--- config.mk ---
export PLATFORM = sky130hd
export DESIGN_NAME = load_store_sequencer
export DESIGN_NICKNAME = d
export VERILOG_FILES = /design/src/rtl/load_store_pkg.sv /design/src/rtl/load_extend.sv /design/src/rtl/load_store_sequencer.sv
export SDC_FILE = /design/constraint.sdc
export NUM_CORES = 1
export LEC_CHECK = 0
export BUFFER_PORTS_ARGS = -buffer_cell sky130_fd_sc_hd__buf_2
export CORE_MARGIN = 2
export CORE_UTILIZATION = 35
export DETAILED_ROUTE_END_ITERATION = 10
export HOLD_SLACK_MARGIN = 0.06
export PLACE_DENSITY = 0.67
export SYNTH_ARGS = -nofsm -noshare
export SYNTH_HDL_FRONTEND = slang
export SYNTH_HIERARCHICAL = 1
export SYNTH_SLANG_ARGS = --single-unit
--- constraint.sdc ---
create_clock -name clk -period 2.8 [get_ports clk]
set_input_delay 0.56 -clock clk [delete_from_list [all_inputs] [get_ports clk]]
set_output_delay 0.56 -clock clk [all_outputs]
set_load 0.01 [all_outputs]
--- src/rtl/load_store_pkg.sv ---
// Shared decode constants and helpers for the RV32I load/store sequencer.
package load_store_pkg;

  // funct3 encodings for loads and stores
  localparam logic [2:0] F3_B  = 3'b000;
  localparam logic [2:0] F3_H  = 3'b001;
  localparam logic [2:0] F3_W  = 3'b010;
  localparam logic [2:0] F3_BU = 3'b100;
  localparam logic [2:0] F3_HU = 3'b101;

  // Response fault codes
  localparam logic [1:0] FLT_NONE     = 2'b00;
  localparam logic [1:0] FLT_MISALIGN = 2'b01;
  localparam logic [1:0] FLT_ILLEGAL  = 2'b10;
  localparam logic [1:0] FLT_TIMEOUT  = 2'b11;

  typedef enum logic [1:0] {
    ST_IDLE = 2'b00,
    ST_REQ  = 2'b01,
    ST_RESP = 2'b10
  } state_e;

  // Stores have no unsigned variants; loads allow B/H/W/BU/HU.
  function automatic logic f3_legal(logic [2:0] f3, logic is_store);
    if (is_store) return f3 inside {F3_B, F3_H, F3_W};
    return f3 inside {F3_B, F3_H, F3_W, F3_BU, F3_HU};
  endfunction

  // Only meaningful for legal funct3: f3[1:0] gives the access size.
  function automatic logic f3_misaligned(logic [2:0] f3, logic [1:0] off);
    return ((f3[1:0] == 2'b01) && off[0]) || ((f3[1:0] == 2'b10) && (off != 2'b00));
  endfunction

  function automatic logic [3:0] store_strobe(logic [2:0] f3, logic [1:0] off);
    logic [3:0] strb;
    unique case (f3[1:0])
      2'b00:   strb = 4'b0001 << off;
      2'b01:   strb = 4'b0011 << off;
      default: strb = 4'b1111;
    endcase
    return strb;
  endfunction

  // Replicate the LSB-justified source so every lane the strobe selects holds it.
  function automatic logic [31:0] store_wdata(logic [2:0] f3, logic [31:0] sd);
    logic [31:0] wd;
    unique case (f3[1:0])
      2'b00:   wd = {4{sd[7:0]}};
      2'b01:   wd = {2{sd[15:0]}};
      default: wd = sd;
    endcase
    return wd;
  endfunction

endpackage

--- src/rtl/load_extend.sv ---
// Lane select and sign/zero extension of a read word for a load.
module load_extend
  import load_store_pkg::*;
(
  input  logic [31:0] rdata,
  input  logic [1:0]  off,
  input  logic [2:0]  funct3,
  output logic [31:0] result
);

  logic [31:0] shifted;

  // Bring the addressed byte lane down to bit 0, then extend per funct3
  always_comb begin
    shifted = rdata >> {off, 3'b000};
    unique case (funct3)
      F3_B:    result = {{24{shifted[7]}}, shifted[7:0]};
      F3_H:    result = {{16{shifted[15]}}, shifted[15:0]};
      F3_BU:   result = {24'h0, shifted[7:0]};
      F3_HU:   result = {16'h0, shifted[15:0]};
      default: result = shifted;
    endcase
  end

endmodule

--- src/rtl/load_store_sequencer.sv ---
// Sequences RV32I loads/stores from execute to the data-memory port.
module load_store_sequencer
  import load_store_pkg::*;
#(
  parameter int unsigned TIMEOUT_CYCLES = 16,
  parameter int unsigned CNT_W          = 8
) (
  input  logic        clk,
  input  logic        rst_n,
  input  logic        req_valid,
  output logic        req_ready,
  input  logic [31:0] instruction,
  input  logic [31:0] addr,
  input  logic [31:0] store_data,
  output logic        rsp_valid,
  input  logic        rsp_ready,
  output logic [31:0] rsp_data,
  output logic [1:0]  rsp_fault,
  output logic        mem_req,
  output logic        mem_we,
  output logic [31:0] mem_addr,
  output logic [3:0]  mem_wstrb,
  output logic [31:0] mem_wdata,
  input  logic        mem_ack,
  input  logic [31:0] mem_rdata
);

  state_e            state_q, state_d;
  logic [CNT_W-1:0]  cnt_q, cnt_d;
  logic [2:0]        funct3_q, funct3_d;
  logic              store_q, store_d;
  logic [1:0]        off_q, off_d;
  logic              req_ready_q, req_ready_d;
  logic              rsp_valid_q, rsp_valid_d;
  logic [31:0]       rsp_data_q, rsp_data_d;
  logic [1:0]        rsp_fault_q, rsp_fault_d;
  logic              mem_req_q, mem_req_d;
  logic              mem_we_q, mem_we_d;
  logic [31:0]       mem_addr_q, mem_addr_d;
  logic [3:0]        mem_wstrb_q, mem_wstrb_d;
  logic [31:0]       mem_wdata_q, mem_wdata_d;

  logic [2:0]        in_f3;
  logic              in_store;
  logic [31:0]       ext_data;

  // Only funct3 and the store bit of the instruction matter here
  logic unused_instr_bits;
  assign unused_instr_bits = ^{instruction[31:15], instruction[11:6], instruction[4:0]};

  assign in_f3    = instruction[14:12];
  assign in_store = instruction[5];

  load_extend u_load_extend (
    .rdata  (mem_rdata),
    .off    (off_q),
    .funct3 (funct3_q),
    .result (ext_data)
  );

  // Next-state and registered-output computation for the IDLE/REQ/RESP sequence
  always_comb begin
    state_d     = state_q;
    cnt_d       = cnt_q;
    funct3_d    = funct3_q;
    store_d     = store_q;
    off_d       = off_q;
    req_ready_d = req_ready_q;
    rsp_valid_d = rsp_valid_q;
    rsp_data_d  = rsp_data_q;
    rsp_fault_d = rsp_fault_q;
    mem_req_d   = mem_req_q;
    mem_we_d    = mem_we_q;
    mem_addr_d  = mem_addr_q;
    mem_wstrb_d = mem_wstrb_q;
    mem_wdata_d = mem_wdata_q;

    unique case (state_q)
      ST_IDLE: begin
        req_ready_d = 1'b1;
        // req_ready_q gates acceptance so the post-RESP bubble cycle takes nothing
        if (req_valid && req_ready_q) begin
          funct3_d    = in_f3;
          store_d     = in_store;
          off_d       = addr[1:0];
          cnt_d       = '0;
          rsp_data_d  = '0;
          req_ready_d = 1'b0;
          if (!f3_legal(in_f3, in_store)) begin
            state_d     = ST_RESP;
            rsp_valid_d = 1'b1;
            rsp_fault_d = FLT_ILLEGAL;
          end else if (f3_misaligned(in_f3, addr[1:0])) begin
            state_d     = ST_RESP;
            rsp_valid_d = 1'b1;
            rsp_fault_d = FLT_MISALIGN;
          end else begin
            state_d     = ST_REQ;
            mem_req_d   = 1'b1;
            mem_we_d    = in_store;
            mem_addr_d  = {addr[31:2], 2'b00};
            mem_wstrb_d = in_store ? store_strobe(in_f3, addr[1:0]) : 4'b0000;
            mem_wdata_d = in_store ? store_wdata(in_f3, store_data) : 32'h0;
          end
        end
      end

      ST_REQ: begin
        // An ack on the final counted cycle still completes normally
        if (mem_ack) begin
          state_d     = ST_RESP;
          mem_req_d   = 1'b0;
          rsp_valid_d = 1'b1;
          rsp_fault_d = FLT_NONE;
          rsp_data_d  = store_q ? 32'h0 : ext_data;
        end else if (cnt_q == CNT_W'(TIMEOUT_CYCLES - 1)) begin
          state_d     = ST_RESP;
          mem_req_d   = 1'b0;
          rsp_valid_d = 1'b1;
          rsp_fault_d = FLT_TIMEOUT;
          rsp_data_d  = 32'h0;
        end else begin
          cnt_d = cnt_q + 1'b1;
        end
      end

      ST_RESP: begin
        if (rsp_ready) begin
          state_d     = ST_IDLE;
          rsp_valid_d = 1'b0;
          rsp_data_d  = 32'h0;
          rsp_fault_d = FLT_NONE;
          cnt_d       = '0;
          req_ready_d = 1'b0;
        end
      end

      default: begin
        state_d     = ST_IDLE;
        mem_req_d   = 1'b0;
        rsp_valid_d = 1'b0;
        req_ready_d = 1'b0;
      end
    endcase
  end

  // State and output registers; reset clears everything asynchronously
  always_ff @(posedge clk or negedge rst_n) begin
    if (!rst_n) begin
      state_q     <= ST_IDLE;
      cnt_q       <= '0;
      funct3_q    <= 3'b000;
      store_q     <= 1'b0;
      off_q       <= 2'b00;
      req_ready_q <= 1'b0;
      rsp_valid_q <= 1'b0;
      rsp_data_q  <= 32'h0;
      rsp_fault_q <= FLT_NONE;
      mem_req_q   <= 1'b0;
      mem_we_q    <= 1'b0;
      mem_addr_q  <= 32'h0;
      mem_wstrb_q <= 4'b0000;
      mem_wdata_q <= 32'h0;
    end else begin
      state_q     <= state_d;
      cnt_q       <= cnt_d;
      funct3_q    <= funct3_d;
      store_q     <= store_d;
      off_q       <= off_d;
      req_ready_q <= req_ready_d;
      rsp_valid_q <= rsp_valid_d;
      rsp_data_q  <= rsp_data_d;
      rsp_fault_q <= rsp_fault_d;
      mem_req_q   <= mem_req_d;
      mem_we_q    <= mem_we_d;
      mem_addr_q  <= mem_addr_d;
      mem_wstrb_q <= mem_wstrb_d;
      mem_wdata_q <= mem_wdata_d;
    end
  end

  assign req_ready = req_ready_q;
  assign rsp_valid = rsp_valid_q;
  assign rsp_data  = rsp_data_q;
  assign rsp_fault = rsp_fault_q;
  assign mem_req   = mem_req_q;
  assign mem_we    = mem_we_q;
  assign mem_addr  = mem_addr_q;
  assign mem_wstrb = mem_wstrb_q;
  assign mem_wdata = mem_wdata_q;

endmodule

==> results of run 1 <==
==> sequential cells by signal, summed over array words and instances (netlist names), 3 cells and up <==
| signal | count |
|---|---|
| cnt_q | 8 |
| mem_wstrb | 4 |
| rsp_data | 32 |
| funct3_q | 3 |
| mem_wdata | 32 |
| mem_addr | 30 |
==> cell families (layout without fill, tap and decap cells) <==
| logic type | after synthesis | in the layout | share of synthesized area, % |
|---|---|---|---|
| AO/OA/AOI/OAI | 101 | 101 | 10.9 |
| adder cells (fa/ha/maj) | 5 | 5 | 1.01 |
| buffers and inverters | 75 | 292 | 6.30 |
| flip-flops | 120 | 120 | 48.6 |
| multiplexers | 122 | 122 | 20.6 |
| other | 1 | 2 | 0.0607 |
| AND/OR/NAND/NOR | 171 | 171 | 12.5 |
==> cells in the final DEF, fill, tap and decap left out, drive strengths merged, types with 2 or more instances in the layout <==
cell      netlist  layout
nand2b         10      10
bufinv          0       3
nand2          90      90
nor3            2       2
a21oi          21      21
dfrtp         120     120
a211oi         19      19
clkinvlp        0       3
buf            24     222
or4             2       2
a41o            2       2
inv            38      41
o211ai          2       2
o21ai          38      38
nor2           40      40
mux2           39      39
clkinv          0       4
and3            2       2
o21bai          2       2
nor4            3       3
nor2b          11      11
clkbuf         13      19
a21boi          2       2
nand3           4       4
mux2i          83      83
a22o           10      10
ha              5       5
conb            1       2
==> per-layer routing <==
layer,vias up,routed length [um]
li1,2452,-
met1,2448,7450
met2,193,7500
met3,10,1310
met4,0,155
met5,-,0
==> path summary, 6_finish.rpt <==
path                               start       endpoint  slack, ns  depth (start not counted)
max in group asynchronous          rst_n   mem_addr[27]       1.96                          2
max reg2reg                   state_q[0]    rsp_data[4]       0.53                          7
min in group clk                addr[24]   mem_addr[24]       0.37                          2
min reg2reg                mem_wdata[11]  mem_wdata[11]       0.47                          2
min                                rst_n   mem_addr[22]       0.12                          1
max                           state_q[0]    rsp_data[4]       0.53                          7
==> metrics by stage <==
step | worst slack, ns | area [sq um]
after floorplan | 0.813 | 6180
after global placement | 0.507 | 7410
after detailed placement | 0.417 | 7410
after CTS | 0.484 | 8030
after global routing | 0.316 | 8030
final | 0.533 | 8030
==> layout make-up <==
cell class	instances	area share, %
flip-flops and latches	120	37.4
multi-input cells	401	34.9
repair buffers	222	14.8
clock buffers	19	5.52
well taps	225	3.51
clock inverters	13	2.12
inverters	38	1.78
==> cells in the mapped netlist (3+ instances only) <==
| cell type | number |
|---|---|
| nor2_1 | 40 |
| nand2b_1 | 8 |
| nand2_1 | 90 |
| clkbuf_1 | 13 |
| a22o_1 | 10 |
| buf_6 | 4 |
| dfrtp_1 | 120 |
| a211oi_1 | 19 |
| o21ai_0 | 31 |
| inv_1 | 38 |
| mux2i_1 | 83 |
| nand3_1 | 4 |
| buf_4 | 4 |
| nor2b_1 | 11 |
| a21oi_1 | 21 |
| o21ai_1 | 5 |
| buf_12 | 3 |
| ha_1 | 5 |
| mux2_2 | 39 |
| buf_2 | 11 |
==> power groups by stage <==
stage / Combinational [uW] / Clock (uW) / Sequential (uW)
floorplan: 2030 / 0 / 2860
global placement: 3100 / 0 / 2680
detailed placement: 3140 / 0 / 2680
CTS: 3140 / 2320 / 2670
global route: 3420 / 2400 / 2750
finish: 3110 / 2270 / 2670
==> reports/results.ini, run 1 <==
[run_status]
status = finished, final reports clean

[clocking]
h-tree-depth = 4
post_cts_buffers = 0
clock_path_buffers = 2
root_buffer = clkbuf_16
cts_resized = 0
clock_sinks = 120
clock_latency_ns = 0.42
clk_pin_slew_ns = 0.06
cts_made_buffers = 17
ctsHoldBuffers = 0
cts_tree = yes

[power]
pwr-share-clk_pct = 28.2
power.total_uw = 8050
p_sw_uw = 2900
switching_share_pct = 36.1
combPwrFrac_pct = 38.6
pwr_density_cell_nw_per_um2 = 1000
intPower_uw = 5150
seq_power_share_pct = 33.2
leakagePower_uw = 0.00411
ir_drop_mv = 0.472

[global_route]
grt_pass1_wl_um = 25700
grt_use_met3_pct = 6.52
antenna_found_initial = 0
grt_start_max_net_pins = 68
grt_pass1_vias = 5032
use_met2_pct = 27.5
grt_overflow_total = 0
met1_usage_pct = 23.4
grt.total_usage_pct = 17.7
busiest_layer = met2

[setup_path]
end_kind = register
required_ns = 3.13
crit_fanout = 22
worst-path-buf-inv = 2
start_kind = register
arrival_ns = 2.59
cpPeakStageDelay_ns = 0.40
cp_slowest_cell = dfrtp_1
worstSetupPathType = reg -> reg
path_delay_family = simple AND/OR/NAND/NOR gates
cp_cell_sequence = inv_1 -> ha_1 -> nor2b_1 -> or3_1 -> nand2b_4 -> buf_12 -> mux2i_1

[final_layout]
antenna_cells = 0
fin_util_pct = 46.4
nFillCells = 1677
final_nets = 938
layout-drive-gt1-share_pct = 37.5
final_cell_count_no_fill = 1038
multi_input_area_sq_um = 2800
syn2layout_area_growth_pct = 30.0
seq_area_sq_um = 3000

[route]
drtAntennaViolNets = 0
routed_via_density = 4.92
num_vias = 5103
firstDrtPassIters = 4
drc = 0
drt-initial-drc-count = 225
wl_per_cell_um = 15.8
wl_um = 16400

[timing]
fmax_mhz = 441
post-route-period-util_pct = 81.0
fin_tns_setup_ns = 0
slew_headroom_pct = 40.2
clock_skew_ns = 0.0104
finalHoldViolCount = 0
drv_slew = 0
rsz0062_at_grt = false
min_period_ns = 2.27
setup_viol = 0
hold_ws_ns = 0.117
worst_pin_slew_ns = 0.898

[synth]
synth_edf_count = 0
yosysSeqAreaShare_pct = 48.6
synth_top_area_share_pct = 48.6
synth.distinct_cells = 48
syn_inst = 595
synth_area_sq_um = 6170
ys_seq_elements = 120
synth_ff_type = dfrtp_1
synth_top_cell_by_area = dfrtp_1
avgSynthCellArea_sq_um = 10.4
async_reset_ff_share_pct = 100
yosys-top-cells-area = dfrtp_1 49%, mux2i_1 13%, mux2_2 7.1%, nand2_1 5.5%, o21ai_0 2.5%
yosysWarnings = 6

[hold_path]
min_path_type = in -> async

[place]
io_buffers = 208
routabilityCongestion = 0.825
hpwl_um = 11700
dp.cells = 1006

[die]
dieArea_sq_um = 18700
fp.coreArea_sq_um = 17300
fp.dieH_um = 137
pin_count = 239
die_x_um = 137
placementRows = 48
start_util_pct = 35.7

[job]
maxCapViolations = 0

No activity file was read; power rests on OpenSTA's default activity.
==> run 2: changes to the inputs <==
Clock period 2.8 ns to 2.4 ns, I/O delays scaled along.
==> run 2 against run 1 <==
  * Sequential power up 16%
  * Die area unchanged
  * Design area up 0.42%
  * Wire length about the same
  * Register-to-register slack worse by 0.33 ns
  * Count of clock-buffer cells in the layout up 1
  * Final cell count up 0.29%
  * Clock skew down 0.0030 ns
  * Non-clock buffer count up 3
  * Critical path type unchanged
  * Highest routed layer unchanged
==> reports/results.ini, run 2 (same netlist as run 1, synthesis figures left out) <==
[run_status]
status = finished, final reports clean

[final_layout]
antenna_cells = 0
layout_commonest_cell = buf_2
layout_common_cells = 207 x buf_2, 120 x dfrtp_1, 90 x nand2_1
syn2layout_area_growth_pct = 30.5
layout-drive-gt1-share_pct = 37.5
final_nets = 941

[clocking]
h-tree-depth = 4
clock_sinks = 120
cts_made_buffers = 17
post_cts_buffers = 0
clock_latency_ns = 0.41
cts_tree = yes
clk_pin_slew_ns = 0.06
root_buffer = clkbuf_16
clock_path_buffers = 2

[timing]
fin_tns_setup_ns = 0
min_period_ns = 2.20
clock_skew_ns = 0.00741
worst_pin_slew_ns = 0.709
fmax_mhz = 455
drv_slew = 0
finalHoldViolCount = 0
rsz0062_at_grt = false
hold_ws_ns = 0.298
slew_headroom_pct = 52.6
setup_viol = 0
post-route-period-util_pct = 91.5

[route]
drtAntennaViolNets = 0
drc = 0
drt-initial-drc-count = 294
routed_via_density = 4.92
firstDrtPassIters = 4
num_vias = 5118
wl_per_cell_um = 15.8
wl_um = 16400

[power]
switching_share_pct = 35.4
seq_power_share_pct = 32.9
pwr_density_cell_nw_per_um2 = 1170
ir_drop_mv = 0.529
pwr-share-clk_pct = 28.7
combPwrFrac_pct = 38.5
p_sw_uw = 3350
intPower_uw = 6110
leakagePower_uw = 0.00413

[die]
fp.coreArea_sq_um = 17300
placementRows = 48
pin_count = 239
dieArea_sq_um = 18700
die_x_um = 137
fp.dieH_um = 137
start_util_pct = 35.7

[setup_path]
crit_fanout = 32
reg2reg_to = rsp_data[1]
crit-reg2reg-launch = state_q[0]
arrival_ns = 2.52
worstSetupPathType = reg -> reg
required_ns = 2.72
r2r_slack_ns = 0.20
end_kind = register
reg2reg_depth = 7
start_kind = register

[place]
routabilityCongestion = 0.836
hpwl_um = 11900
io_buffers = 208

[global_route]
grt_start_max_net_pins = 68
grt_pass1_vias = 5241
grt_pass1_wl_um = 26200
grt.total_usage_pct = 18.0
antenna_found_initial = 0
grt_overflow_total = 0

[hold_path]
min_path_type = in -> reg
min_from = addr[18]
whs_path_depth = 2
worstHoldEndpoint = mem_addr[18]

[job]
maxCapViolations = 0

==> run 2: cell types whose count changed in the layout (fill, tap and decap cells not counted), sizes merged <==
cell         before  now
dlygate4sd3       0    1
clkinv            4    5
bufinv            3    4
inv              41   38
buf             222  224
clkbuf           19   20
==> run 2: worst max-delay path: stages (launching register included) <==
cell and delay [ns]:
dfrtp_1 0.39, inv_1 0.11, ha_1 0.20, nor2b_1 0.37, or3_1 0.35, nand2b_4 0.20, buf_12 0.24, mux2i_1 0.24
==> run 2: power groups by stage <==
stage	clock (uW)	combinational, uW	sequential, uW
after floorplan	0	2360	3340
after CTS	2780	3680	3110
after global routing	2860	4030	3200
after global placement	0	3630	3100
after detailed placement	0	3690	3120
final	2710	3640	3110
==> run 2: timing repair <==
action | in CTS | in global routing
hold buffers | 1 | 0
endpoints found under the hold margin | 28 | 0
gates resized for setup | 0 | 0
==> run 2: metal layers <==
metal  vias to the layer above  part of all wire [%]  track usage, %
met5                         -                     0               0
met4                         0                   1.1            4.58
met3                        13                   8.6            6.48
met2                       193                    47            29.0
met1                      2465                    43            23.1
li1                       2447                     -               -
==> run 2: worst max path at each step <==
| stage | start | end | slack (ns) | cells after the start |
|---|---|---|---|---|
| 2_1_floorplan | state_q[0] | cnt_q[0] | 0.41 | 7 |
| 3_3_place_gp | state_q[0] | cnt_q[0] | 0.27 | 6 |
| 3_5_place_dp | state_q[0] | rsp_data[0] | 0.24 | 7 |
| 4_1_cts | state_q[0] | rsp_data[1] | 0.22 | 7 |
| 5_1_grt | state_q[0] | rsp_data[1] | 0.05 | 7 |
| 6_report | state_q[0] | rsp_data[1] | 0.20 | 7 |
==> run 2: through the flow <==
| stage | setup WS [ns] | instances | cell area, sq um | power (uW) | util [%] |
|---|---|---|---|---|---|
| floorplan | 0.413 | 596 | 6180 | 5710 | - |
| global placement | 0.270 | 1008 | 7430 | 6740 | 42.9 |
| detailed placement | 0.237 | 1008 | 7430 | 6810 | 42.9 |
| CTS | 0.217 | 1041 | 8060 | 9580 | 46.6 |
| global route | 0.0537 | 1041 | 8060 | 10100 | 46.6 |
| finish | 0.204 | 1041 | 8060 | 9460 | 46.6 |
==> run 2: area by class of cell <==
cell class / count / area [sq um]
clock buffer: 20 / 447
clock inverter: 12 / 175
timing repair buffer: 225 / 1210
sequential: 120 / 3000
tap: 225 / 282
fill: 1692 / 9240
inverter: 38 / 143
multi-input combinational: 401 / 2800
==> run 3: changes to the inputs <==
--- a/config.mk
+++ b/config.mk
@@ -12,2 +12,3 @@
 export HOLD_SLACK_MARGIN = 0.06
+export MAX_ROUTING_LAYER = met4
 export PLACE_DENSITY = 0.67
==> constraint.sdc (replaced) <==
create_clock -name clk -period 2.4 [get_ports clk]
set_input_delay 0.24 -clock clk [delete_from_list [all_inputs] [get_ports clk]]
set_output_delay 0.24 -clock clk [all_outputs]
set_load 0.01 [all_outputs]
==> run 3 against run 2 <==
  * Clock power up 10%
  * Register-to-register slack better by 0.03 ns
  * Sequential share of layout area down 1.5 points
  * Total power up 4.4%
  * Sequential power about the same
  * Wire length up 4.1%
  * Critical path depth unchanged
  * Combinational power up 4%
  * Final cell count up 2.5%
  * First-iteration DRC count down 4.1%
==> reports/results.ini, run 3 (same netlist as run 1, synthesis figures left out) <==
[run_status]
status = finished, final reports clean

[setup_path]
cpPeakStageDelay_ns = 0.37
path_delay_family = compound AO/OA/AOI/OAI gates
worstSetupPathType = reg -> reg
cp_slowest_cell = dfrtp_1
crit_fanout = 8
required_ns = 2.69
start_kind = register
arrival_ns = 2.46
cp_cell_sequence = inv_1 -> ha_1 -> a21boi_4 -> or3_1 -> buf_4 -> a21oi_1 -> mux2_2
end_kind = register
worst-path-buf-inv = 2

[route]
routed_via_density = 4.85
firstDrtPassIters = 5
wl_um = 17100
drt-initial-drc-count = 282
wl_per_cell_um = 16.0
drc = 0
wl_met1_um = 7870
highest_layer = met4
routed-wl-met2_um = 7900
drtAntennaViolNets = 0
num_vias = 5175
dr_wl_met3_um = 1140

[final_layout]
multi_input_area_sq_um = 2800
layout_common_cells = 207 x buf_2, 120 x dfrtp_1, 90 x nand2_1
seq_area_sq_um = 3000
syn2layout_area_growth_pct = 35.9
layout_commonest_cell = buf_2
antenna_cells = 0
nFillCells = 1612
final_nets = 967
final_cell_count_no_fill = 1067
layout-drive-gt1-share_pct = 36.6

[timing]
slew_headroom_pct = 53.9
setup_viol = 0
min_period_ns = 2.17
finalHoldViolCount = 0
post-route-period-util_pct = 90.4
drv_slew = 0
hold_ws_ns = 0.0744
fin_tns_setup_ns = 0
rsz0062_at_grt = false
worst_pin_slew_ns = 0.689
clock_skew_ns = 0.0172
fmax_mhz = 461
timing.final.ws_setup_ns = 0.230

[global_route]
grt_pass1_wl_um = 27400
grt_start_max_net_pins = 121
antenna_found_initial = 0
grt_pass1_vias = 5380
grt_overflow_total = 0
grt.total_usage_pct = 19.4

[clocking]
clock_sinks = 120
cts_tree = yes
clock_latency_ns = 0.42
cts_made_buffers = 17
clk_pin_slew_ns = 0.05
h-tree-depth = 4
clock_path_buffers = 2
root_buffer = clkbuf_16
post_cts_buffers = 0

[die]
die_x_um = 137
dieArea_sq_um = 18700
fp.coreArea_sq_um = 17300
start_util_pct = 35.7
pin_count = 239
placementRows = 48
fp.dieH_um = 137

[power]
seq_power_share_pct = 31.6
ir_drop_mv = 0.579
switching_share_pct = 35.0
pwr_density_cell_nw_per_um2 = 1180
combPwrFrac_pct = 38.2
power.total_uw = 9870
intPower_uw = 6410
pwr-share-clk_pct = 30.2
leakagePower_uw = 0.00428
p_sw_uw = 3460

[job]
maxCapViolations = 0

[place]
hpwl_um = 11700
dp_slack_ns = 0.159
io_buffers = 208
dp.cells = 1008
routabilityCongestion = 0.845

[hold_path]
min_path_type = in -> reg

## run 3: cell types whose count changed in the layout (fill, tap and decap cells not counted), sizes merged
cell         change
clkinv           -2
clkbuf           -1
inv              +3
clkinvlp         -2
bufinv           +2
dlygate4sd3     +26
## run 3: cell type report
cell class,instances,share of cell area [%]
flip-flops and latches,120,35.8
inverters,38,1.70
multi-input cells,401,33.4
repair buffers,251,17.7
clock inverters,13,2.86
clock buffers,19,5.28
well taps,225,3.35
## run 3: routing by layer
metal / track usage, % / vias to the layer above
met5: - / -
met1: 25.9 / 2474
met4: 5.56 / 0
met2: 29.9 / 193
met3: 4.37 / 16
li1: - / 2492
## run 3: path summary, 6_finish.rpt
path,from,to,slack [ns],depth (start not counted)
min,addr[8],mem_addr[8],0.07,2
min in group asynchronous,rst_n,mem_addr[5],0.47,3
min reg2reg,mem_wdata[22],mem_wdata[22],0.47,2
max,state_q[0],cnt_q[0],0.23,7
max reg2reg,state_q[0],cnt_q[0],0.23,7
max in group asynchronous,rst_n,cnt_q[7],1.39,3
## run 3: repair_timing
action,in CTS,in global routing
resized for setup,0,1
hold buffers,27,0
hold endpoints to repair,146,0
setup endpoints to repair,0,23
## run 3: power by group through the flow
stage                     Sequential (uW)  Combinational, uW  Clock (uW)
after floorplan                      3340               2360           0
after global placement               3100               3700           0
after detailed placement             3120               3750           0
after CTS                            3110               3780        3040
after global routing                 3200               4160        3120
final                                3120               3770        2990
## run 3: through the flow
stage	area (sq um)	util, %
6_report	8390	48.5
5_1_grt	8390	48.5
4_1_cts	8390	48.5
3_5_place_dp	7440	43.0
3_3_place_gp	7440	43.0
2_1_floorplan	6180	-
